<file path="config.mk">
export PLATFORM = sky130hd
export DESIGN_NAME = popcount_accum_pipe_flat
export DESIGN_NICKNAME = d
export VERILOG_FILES = /design/src/rtl/popcount_accum_pipe_if.sv /design/src/rtl/popcount_accum_pipe.sv /design/src/flat_wrapper.sv
export SDC_FILE = /design/constraint.sdc
export NUM_CORES = 1
export LEC_CHECK = 0
export BUFFER_PORTS_ARGS = -buffer_cell sky130_fd_sc_hd__buf_2
export CORE_MARGIN = 2
export CORE_UTILIZATION = 40
export DETAILED_ROUTE_END_ITERATION = 8
export PLACE_DENSITY_LB_ADDON = 0.08
export SETUP_SLACK_MARGIN = 0.1
export SLEW_MARGIN = 20
export SYNTH_ARGS = -nofsm -noshare
export SYNTH_HDL_FRONTEND = slang
export SYNTH_SLANG_ARGS = --single-unit
</file>
<file path="constraint.sdc">
create_clock -name clk -period 7.2 [get_ports clk]
set_clock_uncertainty 0.1 [all_clocks]
set_input_delay 0 -clock clk [delete_from_list [all_inputs] [get_ports clk]]
set_output_delay 0 -clock clk [all_outputs]
set_load 0.02 [all_outputs]
</file>
<file path="src/rtl/popcount_accum_pipe_if.sv">
// popcount_accum_pipe_if
//   Beat input stream and frame-result output stream of popcount_accum_pipe.
//   IN_W and ACC_W must match the parameters of the attached block.
//   master : producer of beats / consumer of results (drives in_*, out_ready)
//   slave  : the popcount block (drives in_ready, out_*)
//   Signals:
//     in_valid/in_ready  beat handshake
//     in_data, in_mask   bit vector and per-bit enable
//     in_last            final beat of a frame
//     mode_zero          0 counts ones, 1 counts zeros (per beat)
//     out_valid/out_ready result handshake
//     out_sum, out_beats frame total and beat count
//     out_ovf            an accumulator overflowed during the frame
interface popcount_accum_pipe_if #(
  parameter int IN_W  = 15,
  parameter int ACC_W = 16
);
  logic             in_valid;
  logic             in_ready;
  logic [IN_W-1:0]  in_data;
  logic [IN_W-1:0]  in_mask;
  logic             in_last;
  logic             mode_zero;
  logic             out_valid;
  logic             out_ready;
  logic [ACC_W-1:0] out_sum;
  logic [ACC_W-1:0] out_beats;
  logic             out_ovf;

  modport master (
    output in_valid, in_data, in_mask, in_last, mode_zero, out_ready,
    input  in_ready, out_valid, out_sum, out_beats, out_ovf
  );

  modport slave (
    input  in_valid, in_data, in_mask, in_last, mode_zero, out_ready,
    output in_ready, out_valid, out_sum, out_beats, out_ovf
  );
endinterface

</file>
<file path="src/rtl/popcount_accum_pipe.sv">
// popcount_accum_pipe
//   Pipelined masked popcount with per-frame accumulation.
//   Each accepted beat contributes popcount((mode_zero ? ~data : data) & mask)
//   to a frame total; the frame closes on in_last and its total, beat count
//   and overflow flag are presented on a valid/ready result register.
//
//   Parameters:
//     IN_W     input vector width (2..64)
//     ACC_W    sum / beat accumulator width (>= clog2(IN_W+1))
//     PIPE_STG register stages inside the compressor tree (0..3)
//
//   Ports:
//     clk    rising-edge clock
//     reset  asynchronous active-low reset
//     clr    synchronous flush of frame state, pipeline and result valid
//     bus    popcount_accum_pipe_if.slave (beat input, result output)
//
//   Build option:
//     POPCNT_SAT_EN  defined   -> accumulators saturate at 2^ACC_W-1
//                    undefined -> accumulators wrap modulo 2^ACC_W
//     out_ovf flags saturation/wrap in both builds.

// Per-group bit counter: one leaf of the compressor tree.
module popcount_accum_pipe_grp #(
  parameter int GW = 8,
  parameter int CW = 4
) (
  input  logic [GW-1:0] bits,
  output logic [CW-1:0] cnt
);
  always_comb begin
    cnt = '0;
    for (int i = 0; i < GW; i++) cnt = cnt + CW'(bits[i]);
  end
endmodule

module popcount_accum_pipe #(
  parameter int IN_W     = 15,
  parameter int ACC_W    = 16,
  parameter int PIPE_STG = 1
) (
  input logic                  clk,
  input logic                  reset,
  input logic                  clr,
  popcount_accum_pipe_if.slave bus
);
  localparam int CW    = $clog2(IN_W + 1);
  // Tree shape: 2^PIPE_STG leaf groups reduced by a binary adder tree whose
  // every node output is registered, so each tree level is one pipe stage.
  localparam int G     = 1 << PIPE_STG;
  localparam int GW    = (IN_W + G - 1) / G;
  localparam int PAD_W = G * GW;
  localparam int NN    = 2 * G - 1;

  typedef struct packed {
    logic [ACC_W-1:0] sum;
    logic [ACC_W-1:0] beats;
    logic             ovf;
  } res_t;

  // ---------------------------------------------------------------------------
  // Handshake / stall
  // ---------------------------------------------------------------------------
  logic en, take, out_vld;
  res_t res_q;

  // Everything freezes while a result is held and not being taken.
  assign en           = !(out_vld && !bus.out_ready);
  assign bus.in_ready = en && !clr;
  assign take         = bus.in_valid && en && !clr;

  // ---------------------------------------------------------------------------
  // Stage 0: select ones/zeros, apply mask, count per group
  // ---------------------------------------------------------------------------
  logic [IN_W-1:0]          bits;
  logic [PAD_W-1:0]         bits_pad;
  // Heap-ordered tree: node 0 is the root, children of n are 2n+1 and 2n+2,
  // leaves occupy G-1..NN-1.
  logic [NN-1:0][CW-1:0]    node;
  logic [PIPE_STG:0]        vld_pipe, last_pipe;

  assign bits     = (bus.mode_zero ? ~bus.in_data : bus.in_data) & bus.in_mask;
  // Padding bits are zero and never count.
  assign bits_pad = PAD_W'(bits);

  for (genvar g = 0; g < G; g++) begin : g_grp
    popcount_accum_pipe_grp #(.GW(GW), .CW(CW)) u_grp (
      .bits (bits_pad[g*GW +: GW]),
      .cnt  (node[G-1+g])
    );
  end

  // ---------------------------------------------------------------------------
  // Registered reduction tree
  // ---------------------------------------------------------------------------
  if (PIPE_STG > 0) begin : g_tree
    logic [NN-1:1][CW-1:0] nq;
    logic [PIPE_STG-1:0]   vq, lq;

    always_ff @(posedge clk or negedge reset) begin
      if (!reset) begin
        nq <= '0;
        vq <= '0;
        lq <= '0;
      end else if (clr) begin
        vq <= '0;
      end else if (en) begin
        nq <= node[NN-1:1];
        vq <= vld_pipe[PIPE_STG-1:0];
        lq <= last_pipe[PIPE_STG-1:0];
      end
    end

    for (genvar n = 0; n < G - 1; n++) begin : g_add
      assign node[n] = nq[2*n+1] + nq[2*n+2];
    end

    assign vld_pipe  = {vq, take};
    assign last_pipe = {lq, bus.in_last};
  end else begin : g_flat
    assign vld_pipe  = take;
    assign last_pipe = bus.in_last;
  end

  // ---------------------------------------------------------------------------
  // Accumulate at tree exit
  // ---------------------------------------------------------------------------
  logic             ex_vld, ex_last, ovf_add;
  logic [CW-1:0]    cnt;
  logic [ACC_W-1:0] sum_acc, beat_acc, sum_nxt, beat_nxt;
  logic             ovf_acc;
  logic [ACC_W:0]   sum_add, beat_add;

  assign ex_vld   = vld_pipe[PIPE_STG];
  assign ex_last  = last_pipe[PIPE_STG];
  assign cnt      = node[0];

  assign sum_add  = {1'b0, sum_acc}  + (ACC_W+1)'(cnt);
  assign beat_add = {1'b0, beat_acc} + (ACC_W+1)'(1);
  assign ovf_add  = sum_add[ACC_W] | beat_add[ACC_W];

`ifdef POPCNT_SAT_EN
  // A carry out means the true value passed the max; pin to all-ones. Once
  // pinned, any further non-zero add carries again and stays pinned.
  assign sum_nxt  = sum_add[ACC_W]  ? '1 : sum_add[ACC_W-1:0];
  assign beat_nxt = beat_add[ACC_W] ? '1 : beat_add[ACC_W-1:0];
`else
  assign sum_nxt  = sum_add[ACC_W-1:0];
  assign beat_nxt = beat_add[ACC_W-1:0];
`endif

  always_ff @(posedge clk or negedge reset) begin
    if (!reset) begin
      sum_acc  <= '0;
      beat_acc <= '0;
      ovf_acc  <= 1'b0;
      out_vld  <= 1'b0;
      res_q    <= '0;
    end else if (clr) begin
      // Result payload is kept; only its valid is dropped.
      sum_acc  <= '0;
      beat_acc <= '0;
      ovf_acc  <= 1'b0;
      out_vld  <= 1'b0;
    end else if (en) begin
      if (ex_vld && ex_last) begin
        // Close the frame: publish the total including this beat and restart
        // the accumulators in the same edge so the next beat is not lost.
        res_q    <= '{sum: sum_nxt, beats: beat_nxt, ovf: ovf_acc | ovf_add};
        out_vld  <= 1'b1;
        sum_acc  <= '0;
        beat_acc <= '0;
        ovf_acc  <= 1'b0;
      end else begin
        // en with out_vld set implies out_ready: the held result is consumed.
        out_vld <= 1'b0;
        if (ex_vld) begin
          sum_acc  <= sum_nxt;
          beat_acc <= beat_nxt;
          ovf_acc  <= ovf_acc | ovf_add;
        end
      end
    end
  end

  assign bus.out_valid = out_vld;
  assign bus.out_sum   = res_q.sum;
  assign bus.out_beats = res_q.beats;
  assign bus.out_ovf   = res_q.ovf;
endmodule

</file>
<file path="src/flat_wrapper.sv">
// flat-port wrapper written by rule: the top's interface ports become plain ports
module popcount_accum_pipe_flat 
#(
  parameter int IN_W     = 15,
  parameter int ACC_W    = 16,
  parameter int PIPE_STG = 1
)
  (clk, reset, clr, bus_in_valid, bus_in_data, bus_in_mask, bus_in_last, bus_mode_zero, bus_out_ready, bus_in_ready, bus_out_valid, bus_out_sum, bus_out_beats, bus_out_ovf);
  popcount_accum_pipe_if #(.IN_W(IN_W), .ACC_W(ACC_W)) bus_i ();
  input logic clk;
  input logic reset;
  input logic clr;
  input wire logic [$bits(bus_i.in_valid)-1:0] bus_in_valid;
  input wire logic [$bits(bus_i.in_data)-1:0] bus_in_data;
  input wire logic [$bits(bus_i.in_mask)-1:0] bus_in_mask;
  input wire logic [$bits(bus_i.in_last)-1:0] bus_in_last;
  input wire logic [$bits(bus_i.mode_zero)-1:0] bus_mode_zero;
  input wire logic [$bits(bus_i.out_ready)-1:0] bus_out_ready;
  output wire logic [$bits(bus_i.in_ready)-1:0] bus_in_ready;
  output wire logic [$bits(bus_i.out_valid)-1:0] bus_out_valid;
  output wire logic [$bits(bus_i.out_sum)-1:0] bus_out_sum;
  output wire logic [$bits(bus_i.out_beats)-1:0] bus_out_beats;
  output wire logic [$bits(bus_i.out_ovf)-1:0] bus_out_ovf;
  assign bus_i.in_valid = bus_in_valid;
  assign bus_i.in_data = bus_in_data;
  assign bus_i.in_mask = bus_in_mask;
  assign bus_i.in_last = bus_in_last;
  assign bus_i.mode_zero = bus_mode_zero;
  assign bus_i.out_ready = bus_out_ready;
  assign bus_in_ready = bus_i.in_ready;
  assign bus_out_valid = bus_i.out_valid;
  assign bus_out_sum = bus_i.out_sum;
  assign bus_out_beats = bus_i.out_beats;
  assign bus_out_ovf = bus_i.out_ovf;
  popcount_accum_pipe #(.IN_W(IN_W), .ACC_W(ACC_W), .PIPE_STG(PIPE_STG)) u_core (.clk(clk), .reset(reset), .clr(clr), .bus(bus_i));
endmodule
</file>
[Yosys cells after proc, flatten, opt, wreduce, memory -nomap -nowiden]
Index checks and enable logic that the tools add are counted.
Word-level totals
  output and inout port bits: 35
  bits of input ports: 37
  flip-flop bits (word level): 77
  word-level logic and storage cells: 64
Operators by class
  bitwise operators: 6
  add/subtract/negate cells: 16
  eq/ne operators: 1
  reductions and logical operators: 12
  muxes and demuxes: 18
Operators with widths (number)
  $mux 16: 8
  $add 4x1->4: 7
  $add 16x1->17 const B: 1
  $add 16x4->17: 1
  $and 15x15->15: 1
  $mux 15: 1
  $not 15->15: 1
  $mux 1: 9
  $add 3x1->4: 2
  $add 2x1->3: 2
  $logic_and 1x1->1: 5
  $add 1x1->2: 2
  $add 4x4->4: 1
  $reduce_and 2->1: 2
  $logic_not 1->1: 3
  $reduce_and 3->1: 1
  $reduce_bool 3->1: 1
  $ne 2x2->1 const B: 1
  $not 1->1: 2
  $or 1x1->1: 2

[Logic depth before layout (Yosys ltp)]
  word-level depth: 10
  gate-level depth with buffers: 13

[Cells and area by module]
Synthesis repeated with hierarchy kept, for this count alone.
Unflattened totals
  cell total of the unflattened synthesis: 481
  area, all modules: 4580.6 sq um
By module, submodules not included
  popcount_accum_pipe: area an instance 4200.3 sq um, instances 1, cells each 433
  popcount_accum_pipe_grp: area an instance 190.2 sq um, instances 2, cells each 24

[Worst setup path before layout]
No wires, ideal clock.
  path kind: input to register
  from: in bus_mode_zero
  to: reg u_core.g_tree.nq[2] (netlist name)
  buffers on the path: 1
  stages on the path: 13
  path slack: 4007 ps
  library setup time: 83 ps
  required time: 7017 ps
  data arrival time: 3010 ps
  path through: clkbuf_1 > xor2_1 > and2_1 > fa_1 > inv_1 > fa_1 > inv_1 > fa_1 > ha_1 > inv_1 > fa_1 > xor2_1 > o21ai_0
Between the ends
  cells in the longest elaborated chain, start to end: 9
Ends and longest elaborated chain
  from (decl): RTL line flat_wrapper.sv:17  | input wire logic [$bits(bus_i.mode_zero)-1:0] bus_mode_zero;
  $mux 15 (*): RTL line popcount_accum_pipe.sv:82  | assign bits = (bus.mode_zero ? ~bus.in_data : bus.in_data) & bus.in_mask;
  $and 15x15->15 (*): RTL line popcount_accum_pipe.sv:82
  $add 1x1->2: RTL line popcount_accum_pipe.sv:33  | for (int i = 0; i < GW; i++) cnt = cnt + CW'(bits[i]);
  $add 2x1->3: RTL line popcount_accum_pipe.sv:33
  $add 3x1->4: RTL line popcount_accum_pipe.sv:33
  $add 4x1->4 (3 in series): RTL line popcount_accum_pipe.sv:33
  $add 4x1->4 (*): RTL line popcount_accum_pipe.sv:33
  to (signal assigned): RTL line popcount_accum_pipe.sv:108  | nq <= node[NN-1:1];
  to (decl): RTL line popcount_accum_pipe.sv:97  | logic [NN-1:1][CW-1:0] nq;
Mark *: on every way between the ends. The rest lies on a longest branch, timed or not.
A chain may end at the register's enable or synchronous reset.

[Final worst setup path]
Ends and elaborated chain as after synthesis.

==> metrics.md <==
| Metric | Value |
|---|---|
| RSZ-0062 raised after global routing | false |
| Post-Syn Area | 4220 um2 |
| Largest net degree at the start of global routing | 77 |
| Maximum clock frequency | 333 MHz |
| Wirelength, routed | 8.78 mm |
| Post-route ant nets | 0 |
| DRC viols | 0 |
| Port Buf Inserts | 71 |
| Num rows | 37 |
| Total I/O pin count | 72 |
| CTS buffer count | 9 |
| Hold Buf Count CTS | 8 |
| Post-CTS sizing | 0 |
| R2R Path Start | u_core.g_tree.nq[4] |
| Setup violations, final | 0 |
| Register area share after synthesis | 45.1% |
| Tcrit/Tclk final | 41.8% |
| Worst path slowest cell | fa_1 |
| Syn_nets | 493 |
| Async S/R FF share, synth | 100% |
| CTS H-tree depth | 3 |
| Die width | 107 um |
| Area Overhead vs Synth | 19.4% |
| Synthesized instance count | 434 |
| DRT iter0 DRCs | 168 |
| Lkg Pwr | 2.41 nW |
| Worst setup SP type | input port |
| FF-to-FF path depth | 9 |
| CTS Buffer Depth | 2 |
| Die area | 11400 um2 |
| Post-synth EDFFs | 0 |
| # diodes | 0 |
| Top_reg_cell synth | dfrtp_1 |
| Vias | 3252 |
| Vias in the first global route | 3192 |
| Die Ht | 107 um |
| Rel. slew slack | 31.9% |
| Cell accounting for the most synthesized area | dfrtp_1 |
| Netlist cell types | 45 |
| CP Class | in2reg |
| Critical Path AT | 3.19 ns |
| GR Util All Layers | 17.1% |
| Yosys top cell area share | 45.1% |
| Slew Limit Fails | 0 |
| Fin worst setup slack | 4.19 ns |
| Routed wire per std cell | 13.5 um |
| Cell Chain, Critical Path | buf_2 > xor2_1 > and2_1 > fa_1 > inv_1 > fa_1 > inv_1 > fa_1 > ha_1 > inv_1 > fa_1 > xor2_1 > o21ai_0 |
| Reg-to-reg slack, setup | 4.25 ns |
| #FFs+latches synth | 76 |
| Layout cells sized above 1 | 20.9% |
| First-pass GRT wire length | 15.4 mm |
| Postcts setup bufs | 0 |
| Worst-Margin Slew | 1.02 ns |
| Design area | 5030 um2 |
| Syn Area/Cell | 9.71 um2 |
| Yosys Warn Count | 0 |
| Initial antenna violation count | 0 |
| Hold Crit Depth | 3 |
| Pre-CTS setup slack | 3.77 ns |
| Final hold violations | 0 |
| Setup TNS | 0 ns |
| Clock sinks | 76 |
| CTS Root Cell | clkbuf_8 |
| Number of max-cap violations | 0 |
| Crit path capture type | flip-flop |
| Crit-path max FO | 15 |
| CTS tree | built |
| NumNets Final | 566 |
| Max stage delay on crit path | 0.54 ns |
| Drt pass-1 iters | 4 |
| Outcome | completed |
| Synth area leaders | dfrtp_1 (45%), nand2_1 (7.5%), xor2_1 (6.4%) |
| Critical Path RT | 7.39 ns |
| CTS clock-pin slew for the worst setup and hold paths | 0.08 ns |
| CORE AREA | 10300 um2 |
| Worst r2r dst | u_core.sum_acc[9] |
| Placed cell area | 4680 um2 |
| Total gr overflow | 0 |
| Layout Utilization | 49.0% |
| Final hold slack | 0.0338 ns |
| WHS Endpoint | u_core.bus.out_valid |
| Most used cell, CP | fa_1 |
| GPL Wtd Cong | 0.816 |
| Drt via density | 5.02 |
| Maximum VDD drop | 0.0000984 V |
| DP Wirelength | 6.06 mm |
| Hold Crit Start | bus_out_ready |
| Min-delay worst type | in2reg |
| Worst skew pair latency | 0.36 ns |
| Post-route minimum period | 3.01 ns |
| Initial Util | 41.0% |
| Power per cell area | 223 nW/um2 |
[kinds of logic (layout without fill, tap and decap cells)]
| kind of cell | Yosys count | count (layout) | synth area share, % |
|---|---|---|---|
| buf+inv | 34 | 112 | 3.53 |
| simple gates | 142 | 142 | 16.6 |
| fa+ha+maj | 22 | 22 | 8.31 |
| compound gates | 108 | 108 | 15.3 |
| xor+xnor | 46 | 46 | 9.56 |
| mux | 6 | 6 | 1.57 |
| flops | 76 | 76 | 45.1 |
[state kept, by name, indices dropped and copies added (netlist names)]
signal and flops:
u_core.g_tree.nq 7, u_core.bus.out_ovf 1, u_core.sum_acc 16, u_core.bus.out_valid 1
u_core.bus.out_sum 16, u_core.beat_acc 16, u_core.ex_last 1, u_core.ex_vld 1
u_core.bus.out_beats 16, u_core.ovf_acc 1
[final cells by class]
type | instances | area (um2)
clock buffers | 13 | 169
flip-flops and latches | 76 | 1900
fillers | 1033 | 5250
well taps | 136 | 170
repair buffers | 83 | 490
clock inverters | 3 | 67.6
inverters | 13 | 48.8
multi-input cells | 324 | 2180
[report_power, final]
| group | switching [mW] | total, mW | internal [mW] |
|---|---|---|---|
| clock | 0.162 | 0.386 | 0.224 |
| sequential | 0.0231 | 0.482 | 0.459 |
| combinational | 0.145 | 0.254 | 0.110 |
| total | 0.330 | 1.12 | 0.792 |
[how the worst max path moves through the flow]
stage	depth (start not counted)	slack (ns)	start	endpoint
after floorplan	13	4.01	bus_mode_zero	u_core.g_tree.nq[2]
after global placement	13	3.85	bus_mode_zero	u_core.g_tree.nq[2]
after detailed placement	13	3.77	bus_mode_zero	u_core.g_tree.nq[2]
after CTS	13	4.16	bus_mode_zero	u_core.g_tree.nq[2]
after global routing	9	4.00	u_core.g_tree.nq[4]	u_core.sum_acc[9]
final	13	4.19	bus_mode_zero	u_core.g_tree.nq[2]
[routing by layer]
metal / global-route usage, % / vias up / wire length [um]
li1: - / 1636 / -
met1: 23.7 / 1526 / 4370
met3: 4.74 / 10 / 418
met4: 5.84 / 0 / 162
met2: 25.7 / 80 / 3830
met5: 0 / - / 0
[critical path, delay by kind of cell]
kind                     cells  cell delay [ns]
AO/OA/AOI/OAI                1             0.13
AND/OR/NAND/NOR              1             0.18
adder cells (fa/ha/maj)      5             2.14
buffers and inverters        4             0.50
XOR/XNOR                     2             0.25
[stage by stage]
| stage | total power, mW | cells |
|---|---|---|
| after floorplan | 0.660 | 434 |
| after global placement | 0.730 | 622 |
| after detailed placement | 0.742 | 622 |
| after CTS | 1.14 | 646 |
| after global routing | 1.20 | 648 |
| final | 1.12 | 648 |
[cells in the final DEF, fill, tap and decap left out, drive strengths merged, types with 5 or more instances in the layout]
master and count:
a21oi 14, a22o 6, a31oi 16, and2 10, and3 7, buf 74
clkbuf 13, dfrtp 76, dlygate4sd3 9, fa 10, ha 12, inv 12
mux2 5, nand2 84, nand2b 5, nand3 16, nor2 8, o21ai 57
o31ai 7, xnor2 15, xor2 31
[synthesized netlist by cell type (2+ instances only)]
| master | count |
|---|---|
| xor2_1 | 31 |
| and4_1 | 2 |
| nand2b_1 | 5 |
| nand3_1 | 13 |
| nor3_1 | 2 |
| nand2_1 | 84 |
| ha_1 | 12 |
| nand3_2 | 2 |
| and3_2 | 2 |
| and3_1 | 5 |
| o31ai_1 | 7 |
| nor2_1 | 8 |
| nand4_1 | 3 |
| buf_2 | 10 |
| o21ai_0 | 54 |
| o21ai_1 | 2 |
| dfrtp_1 | 76 |
| a22o_1 | 6 |
| a31oi_1 | 16 |
| inv_1 | 12 |
| clkbuf_1 | 9 |
| mux2_2 | 5 |
| a21oi_1 | 13 |
| xnor2_1 | 15 |
| and2_1 | 9 |
| fa_1 | 10 |
| a21o_1 | 3 |
No activity file was read; power rests on OpenSTA's default activity.
